File: src/rtl/load_store_unit.sv
// Load/store unit for the EX/MEM stage.
// Issues one memory transaction at a time on a simple req/ack bus and stalls the upstream
// stages until it completes. Loads are byte-lane extracted and sign/zero extended. Stores
// replicate data across lanes with matching byte enables. Misaligned accesses, illegal
// Funct3 codes and ack timeouts raise a one-cycle Fault.
// Ports:
//   clk, rst_n                     clock, asynchronous active-low reset
//   Valid, MemRead, MemWrite       live instruction and access type (MemWrite wins)
//   Funct3                         access size/sign (B, H, W, BU, HU)
//   ALUResult, WriteData           byte address and right-aligned store data
//   Flush                          discard the result of the current access
//   Stall                          freeze upstream stages
//   ReadData, LoadValid            extended load result and its one-cycle qualifier
//   Fault, FaultCause              one-cycle fault pulse; 01 misaligned, 10 illegal, 11 timeout
//   mem_req/we/addr/be/wdata       memory request, held while the transaction is in flight
//   mem_ack, mem_rdata             memory completion and load data
module load_store_unit #(
  parameter int unsigned DATA_WIDTH = 32,
  parameter int unsigned TIMEOUT    = 16
) (
  input  logic                  clk,
  input  logic                  rst_n,
  input  logic                  Valid,
  input  logic                  MemRead,
  input  logic                  MemWrite,
  input  logic [2:0]            Funct3,
  input  logic [DATA_WIDTH-1:0] ALUResult,
  input  logic [DATA_WIDTH-1:0] WriteData,
  input  logic                  Flush,
  output logic                  Stall,
  output logic [DATA_WIDTH-1:0] ReadData,
  output logic                  LoadValid,
  output logic                  Fault,
  output logic [1:0]            FaultCause,
  output logic                  mem_req,
  output logic                  mem_we,
  output logic [DATA_WIDTH-1:0] mem_addr,
  output logic [3:0]            mem_be,
  output logic [DATA_WIDTH-1:0] mem_wdata,
  input  logic                  mem_ack,
  input  logic [DATA_WIDTH-1:0] mem_rdata
);

  localparam int unsigned CntWidth = $clog2(TIMEOUT + 1);
  localparam logic [CntWidth-1:0] CntLast = CntWidth'(TIMEOUT - 1);

  typedef enum logic [0:0] {StIdle, StBusy} state_e;

  state_e                  state_q;
  logic [CntWidth-1:0]     cnt_q;
  logic                    drop_q;
  logic                    is_load_q;
  logic [2:0]              f3_q;
  logic [1:0]              off_q;
  logic                    mem_we_q;
  logic [3:0]              mem_be_q;
  logic [DATA_WIDTH-1:0]   mem_addr_q;
  logic [DATA_WIDTH-1:0]   mem_wdata_q;
  logic [DATA_WIDTH-1:0]   read_data_q;
  logic                    load_valid_q;

  logic is_store, access, illegal, misalign, in_idle, busy, start, idle_fault, timeout, to_fault;

  assign is_store = MemWrite;
  assign access   = Valid & (MemRead | MemWrite) & ~Flush;
  // 011/110/111 never legal; unsigned sizes are load-only.
  assign illegal  = (Funct3[1:0] == 2'b11) | (Funct3[2] & Funct3[1]) | (is_store & Funct3[2]);
  assign misalign = ((Funct3[1:0] == 2'b01) & ALUResult[0]) |
                    ((Funct3[1:0] == 2'b10) & (ALUResult[1:0] != 2'b00));

  assign in_idle    = (state_q == StIdle);
  assign busy       = (state_q == StBusy);
  // rst_n gating keeps the combinational outputs quiet while reset is held.
  assign start      = rst_n & in_idle & access & ~illegal & ~misalign;
  assign idle_fault = rst_n & in_idle & access & (illegal | misalign);
  // Last permitted BUSY cycle without an ack: give up and release the pipeline now.
  assign timeout    = busy & ~mem_ack & (cnt_q == CntLast);
  assign to_fault   = timeout & ~drop_q & ~Flush;

  assign Stall = start | (busy & ~mem_ack & ~timeout);
  assign Fault = idle_fault | to_fault;

  always_comb begin
    FaultCause = 2'b00;
    if (to_fault) begin
      FaultCause = 2'b11;
    end else if (idle_fault) begin
      FaultCause = illegal ? 2'b10 : 2'b01;
    end
  end

  // Store lane steering.
  logic [3:0]            st_be;
  logic [DATA_WIDTH-1:0] st_wdata;

  always_comb begin
    st_be    = 4'b1111;
    st_wdata = WriteData;
    case (Funct3[1:0])
      2'b00: begin
        st_be    = 4'b0001 << ALUResult[1:0];
        st_wdata = {(DATA_WIDTH / 8){WriteData[7:0]}};
      end
      2'b01: begin
        st_be    = ALUResult[1] ? 4'b1100 : 4'b0011;
        st_wdata = {(DATA_WIDTH / 16){WriteData[15:0]}};
      end
      default: ;
    endcase
  end

  // Load lane extraction uses the offset and size latched at start.
  logic [7:0]            byte_sel;
  logic [15:0]           half_sel;
  logic                  sext;
  logic [DATA_WIDTH-1:0] load_ext;

  assign byte_sel = mem_rdata[{off_q, 3'b000} +: 8];
  assign half_sel = mem_rdata[{off_q[1], 4'b0000} +: 16];
  assign sext     = ~f3_q[2];

  always_comb begin
    load_ext = mem_rdata;
    case (f3_q[1:0])
      2'b00:   load_ext = {{(DATA_WIDTH - 8){sext & byte_sel[7]}}, byte_sel};
      2'b01:   load_ext = {{(DATA_WIDTH - 16){sext & half_sel[15]}}, half_sel};
      default: ;
    endcase
  end

  always_ff @(posedge clk or negedge rst_n) begin
    if (!rst_n) begin
      state_q      <= StIdle;
      cnt_q        <= '0;
      drop_q       <= 1'b0;
      is_load_q    <= 1'b0;
      f3_q         <= 3'b000;
      off_q        <= 2'b00;
      mem_we_q     <= 1'b0;
      mem_be_q     <= 4'b0000;
      mem_addr_q   <= '0;
      mem_wdata_q  <= '0;
      read_data_q  <= '0;
      load_valid_q <= 1'b0;
    end else begin
      load_valid_q <= 1'b0;
      case (state_q)
        StIdle: begin
          if (start) begin
            state_q     <= StBusy;
            cnt_q       <= '0;
            drop_q      <= 1'b0;
            is_load_q   <= ~is_store;
            f3_q        <= Funct3;
            off_q       <= ALUResult[1:0];
            mem_we_q    <= is_store;
            mem_be_q    <= is_store ? st_be : 4'b0000;
            mem_addr_q  <= {ALUResult[DATA_WIDTH-1:2], 2'b00};
            mem_wdata_q <= st_wdata;
          end
        end
        StBusy: begin
          if (mem_ack) begin
            state_q  <= StIdle;
            mem_we_q <= 1'b0;
            mem_be_q <= 4'b0000;
            if (is_load_q && !drop_q && !Flush) begin
              read_data_q  <= load_ext;
              load_valid_q <= 1'b1;
            end
          end else if (timeout) begin
            state_q  <= StIdle;
            mem_we_q <= 1'b0;
            mem_be_q <= 4'b0000;
          end else begin
            cnt_q <= cnt_q + CntWidth'(1);
            if (Flush) drop_q <= 1'b1;
          end
        end
        default: state_q <= StIdle;
      endcase
    end
  end

  assign mem_req   = busy;
  assign mem_we    = mem_we_q;
  assign mem_be    = mem_be_q;
  assign mem_addr  = mem_addr_q;
  assign mem_wdata = mem_wdata_q;
  assign ReadData  = read_data_q;
  assign LoadValid = load_valid_q;

endmodule

File: config.mk
export PLATFORM = sky130hd
export DESIGN_NAME = load_store_unit
export DESIGN_NICKNAME = d
export VERILOG_FILES = /design/src/rtl/load_store_unit.sv
export SDC_FILE = /design/constraint.sdc
export NUM_CORES = 1
export LEC_CHECK = 0
export CORE_MARGIN = 2
export CORE_UTILIZATION = 35
export CTS_CLUSTER_SIZE = 10
export DETAILED_ROUTE_END_ITERATION = 16
export GPL_ROUTABILITY_DRIVEN = 0
export PLACE_DENSITY_LB_ADDON = 0.3
export SYNTH_ARGS = -nofsm -noshare
export SYNTH_HDL_FRONTEND = slang
export SYNTH_SLANG_ARGS = --single-unit
File: constraint.sdc
create_clock -name clk -period 1.6 [get_ports clk]
set_input_delay 0.24 -clock clk [delete_from_list [all_inputs] [get_ports clk]]
set_output_delay 0.24 -clock clk [all_outputs]
set_load 0.01 [all_outputs]
After elaboration in Yosys (flattened, before gate mapping). Index checks and enable logic that the tools add are counted.

Register bits: 113. Input bits: 106. Output and inout bits: 107.

$add $sub $neg: 1. Eq/ne operators: 10. Shift-type cells: 3. Multiplexer cells: 32. Bitwise logic cells: 34. Reductions and logical operators: 12.

Operators by type and width (number): case mux 32 bit (2 select lines) (2); variable part select 32 x 6 -> 16 bit (1); variable part select 32 x 6 -> 8 bit (1); 2-to-1 mux 4 bit (5); bitwise AND 1 bit (18); case mux 4 bit (2 select lines) (2); 2-to-1 mux 5 bit (3); 2-to-1 mux 1 bit (13); case mux 5 bit (2 select lines) (1); inverter 1 bit (9); bitwise OR 1 bit (7); 2-to-1 mux 2 bit (3); != test 2 bit, second input constant (3); case mux 1 bit (2 select lines) (3); AND reduction 3 bit (2); adder 5 x 1 -> 5 bit, second input constant (1); equality test 5 x 4 -> 1 bit, second input constant (1); equality test 2 x 1 -> 1 bit, second input constant (2); equality test 2 bit, second input constant (2); zero test 2 bit (2); AND reduction 2 bit (2); AND reduction 4 bit (1); left shift 1 x 2 -> 4 bit, first input constant (1); != test 3 x 2 -> 1 bit, second input constant (1); 4 further kinds (6).

Longest topological paths before layout.
Word-level depth: 8. Gate-level depth with buffers: 7. Gate-level depth less buffers: 7.

Least setup slack after synthesis. No wires, ideal clock.

Path type: register to register. From: register cnt_q[0]. To: register cnt_q[3]. Arrival: 1561 ps. Required time: 1479 ps. Path slack: -82 ps. Cell stages (with the launch flop): 8. Clock period less this slack: 1682 ps. Cells stage by stage: dfrtp_1 > ha_1 > and3_1 > ha_1 > nor3b_1 > nand4_1 > xor2_1 > nor2_1.

Longest elaborated chain between the ends: 4. Elaborated cells on any way between the ends: 8. Those cells by class: 1 x add/sub; 2 x eq/ne; 3 x mux; 1 x bitwise; 1 x reduce/logical.

Ends and longest elaborated chain: from (decl) (RTL line 50) `logic [CntWidth-1:0] cnt_q;`; from (signal assigned) (RTL line 176) `cnt_q <= cnt_q + CntWidth'(1);`; adder 5 x 1 -> 5 bit or equality test 5 x 4 -> 1 bit (tied branches) (RTL line 176, 77); 2-to-1 mux 5 bit or bitwise AND 1 bit (tied branches) (RTL line 171, 77); 2-to-1 mux 5 bit or != test 2 bit (tied branches); case mux 5 bit (2 select lines) or AND reduction 3 bit (tied branches).

Parallel ways exist; a longest one is shown, timed or not. The select of a mux whose other input is x is not followed. A chain may end at the register's enable or synchronous reset.

Worst setup path after layout.
From: register cnt_q[0]. To: output Fault.

Longest elaborated chain between the ends: 5.

Ends and longest elaborated chain: equality test 5 x 4 -> 1 bit (RTL line 77) `assign timeout = busy & ~mem_ack & (cnt_q == CntLast);`; bitwise AND 1 bit (RTL line 77); bitwise AND 1 bit (2 in a row) (RTL line 78) `assign to_fault = timeout & ~drop_q & ~Flush;`; bitwise OR 1 bit (RTL line 81) `assign Fault = idle_fault | to_fault;`; to (decl) (RTL line 33) `output logic Fault,`.

Every way passes these cells.

==> reports/metrics.cfg <==
[status]
status = finished with violations
violations = negative setup slack

[floorplanning]
top_level_ports = 213
dieArea_um2 = 16400
floorplan.initialDensity_pct = 35.6
die_h_um = 128
fp.dieW_um = 128
rows = 45
core-area_um2 = 15100

[detailed_routing]
vias = 5333
drcViolationCount = 0
ant_nets = 0
wl_um = 18300
drt-pass1-iter-count = 4
via_per_inst = 5.09
first_iter_violations = 334
wl_per_cell_um = 17.5

[global_routing]
grt_pass1_vias = 5439
antenna_found_initial = 0
grt.total_usage_pct = 21.4
grt_max_degree = 63
grt_pass1_wl_um = 27300
globalRoute.totalOverflow = 0

[sta]
setup_viol = 40
tightest_slew_ps = 805
period_share_pct = 120
slew-limit-headroom_pct = 46.3
rsz0062_at_grt = true
hold_viol = 0
max_freq_mhz = 519
slew_viol_final = 0
setup_ws_ps = -327
finalClockSkew_ps = 3.75
fin_crit_ps = 1930

[setup_path]
critical_path_depth = 6
r2r_cells = 10
crit_path_top_delay_cell = dfrtp_1
cp.required_ps = 1360
crit_chain = ha_2 -> and3_4 -> ha_4 -> nand3b_1 -> o21ai_1 -> buf_2
cp.arrival_ps = 1690
crit_buf_inv = 1
critPathCaptureType = primary output
start_kind = flop
cp_top_family = flip-flops
ff2ff_setup_slack_ps = -250
reg2reg_to = cnt_q[2]
crit_type = reg2out
r2r-start = cnt_q[0]
crit_fanout = 3
max_stage_delay_ps = 350

[pwr]
clock_power_share_pct = 31.6
leakagePower_nw = 4.74
peakVddDrop_uv = 835
power_density_nw_per_um2 = 1190
comb_power_share_pct = 33.5
p_int_mw = 7.77
power_frac_seq_pct = 34.9
power.switching_mw = 3.36
p_sw_share_pct = 30.2

[logic_synthesis]
yosysWarnings = 0
synth_area_per_cell_um2 = 9.35
netlist_area_um2 = 5390
synth_top_area_cell = dfrtp_1
synth_flop_cell = dfrtp_1
ys_seq_elements = 113
synthTopCellsByArea = dfrtp_1 (52%), nand2_1 (12%), mux2i_1 (6.5%), o21ai_0 (4.3%), a21oi_1 (3.1%)
yosysTopAreaCellShare_pct = 52.5
syn_inst = 576
ys_types = 52
synth_edf_count = 0
synth_async_sr_flop_share_pct = 100
seq_area_frac_synth_pct = 52.5

[cts]
cts_sinks = 113
clkLatencyLatePin_ps = 410
h-tree-depth = 4
clk_pin_slew_ps = 50
clockRootBuffer = clkbuf_16
cts_made_buffers = 17
cts_tree = built
clk_path_buf_depth = 2

[cells_and_area]
fin_cells = 1048
nNetsFinal = 958
syn_to_final_growth_pct = 73.5
drive_gt1_share_pct = 22.0
final_util_pct = 61.7
diodes = 0

[placed_design]
dp_hpwl_um = 12100
placed_cells = 993
port_buffers = 210

[worst_hold_path]
hp-class = in2async

[run]
drv_cap = 0

placed cells by master (no fill, tap or decap), types with 6 or more instances in the layout:
cell type	Yosys	layout
a21oi_1	33	22
a21oi_2	10	20
and2_1	6	6
buf_12	0	8
buf_4	8	54
buf_6	1	11
clkbuf_16	0	24
clkdlybuf4s50_1	0	163
dfrtp_1	113	112
dlygate4sd2_1	0	6
dlymetal6s2s_1	0	35
mux2_2	7	7
mux2i_1	35	33
nand2_1	177	175
nor2_1	34	29
nor2_2	1	6
nor3_1	7	6
o21ai_0	46	39
o21ai_1	1	7
registers in the layout, indices dropped and copies added (netlist names), 2 cells and up:
| register | cells |
|---|---|
| off_q | 2 |
| mem_be | 4 |
| f3_q | 3 |
| mem_wdata | 32 |
| cnt_q | 5 |
| ReadData | 32 |
| mem_addr | 30 |
synth_stat cells, types with 4 or more instances:
cell,instances
inv_1,4
a21oi_1,33
nand2_1,177
mux2i_1,35
buf_2,15
mux2_2,7
nor2_1,34
o21ai_0,46
and2_1,6
o2bb2ai_1,4
clkbuf_1,16
buf_4,8
a22oi_1,6
dfrtp_1,113
a21oi_2,10
nor3_1,7
a311oi_1,6
worst max path at each step:
| stage | startpoint | to |
|---|---|---|
| after floorplan | cnt_q[0] | cnt_q[3] |
| after global placement | Funct3[0] | FaultCause[0] |
| after detailed placement | Funct3[2] | FaultCause[0] |
| after CTS | cnt_q[1] | Fault |
| after global routing | cnt_q[0] | FaultCause[0] |
| final | cnt_q[0] | Fault |
cells by family (layout without fill, tap and decap cells):
| family | count (synthesis) | in the layout | share of synthesized area (%) |
|---|---|---|---|
| xor gates and xnor gates | 2 | 2 | 0.325 |
| buffers and inverters | 45 | 327 | 4.18 |
| other | 1 | 2 | 0.0696 |
| adders and majority gates | 2 | 2 | 0.464 |
| and+or+nand+nor | 248 | 249 | 19.8 |
| AOI/OAI and AO/OA | 123 | 123 | 14.7 |
| DFF | 113 | 113 | 52.5 |
| muxes | 42 | 42 | 7.97 |
worst register-to-register path, stage by stage, from the launching register on:
cell     delay, ps
dfrtp_1        380
ha_2           200
and3_4         150
ha_4           160
buf_4          130
buf_6          110
nor3b_4        220
buf_4          140
nand2_1         60
xor2_1         130
nor2_1          50
per-layer routing:
metal  vias up  routed length, um  GRT usage, %
li1       2505                  -             -
met4         0                265          6.66
met1      2611               7790          26.1
met3        25               1210          7.10
met2       192               9040          36.1
met5         -                  0             0
final cells by class:
cell class              instances  area, um^2
fillers                      1206        5800
repair buffers                292        3080
flip-flops and latches        113        2830
multi-input cells             420        2620
clock buffers                  23         488
well taps                     188         235
clock inverters                 6        57.6
inverters                       5        23.8
repair inverters                1        8.76
power groups by stage:
stage,combinational [mW],clock [mW],sequential (mW)
final,3.73,3.52,3.88
after global routing,4.01,3.73,3.96
after CTS,3.48,3.59,3.86
after detailed placement,3.44,0,3.89
after global placement,3.37,0,3.85
after floorplan,1.16,0,4.10
stage by stage:
| step | hold slack [ps] | power (mW) | setup TNS, ps | setup slack [ps] | instance area, um^2 |
|---|---|---|---|---|---|
| 2_1_floorplan | -55.6 | 5.26 | 0 | 16.4 | 5400 |
| 3_3_place_gp | 457 | 7.22 | -43720 | -752 | 8030 |
| 6_report | 113 | 11.1 | -3850 | -327 | 9350 |
| 5_1_grt | 180 | 11.7 | -6700 | -407 | 9350 |
| 4_1_cts | 144 | 10.9 | -1540 | -332 | 8700 |
| 3_5_place_dp | 467 | 7.33 | -50640 | -776 | 8030 |
timing repair:
item,4_1_cts,5_1_grt
gates resized for setup,51,103
buffers inserted,3,14
cloned,1,10
setup endpoints to repair,109,124
hold buffers,0,0
pin swaps,9,21
(Power assumes the default switching activity.)
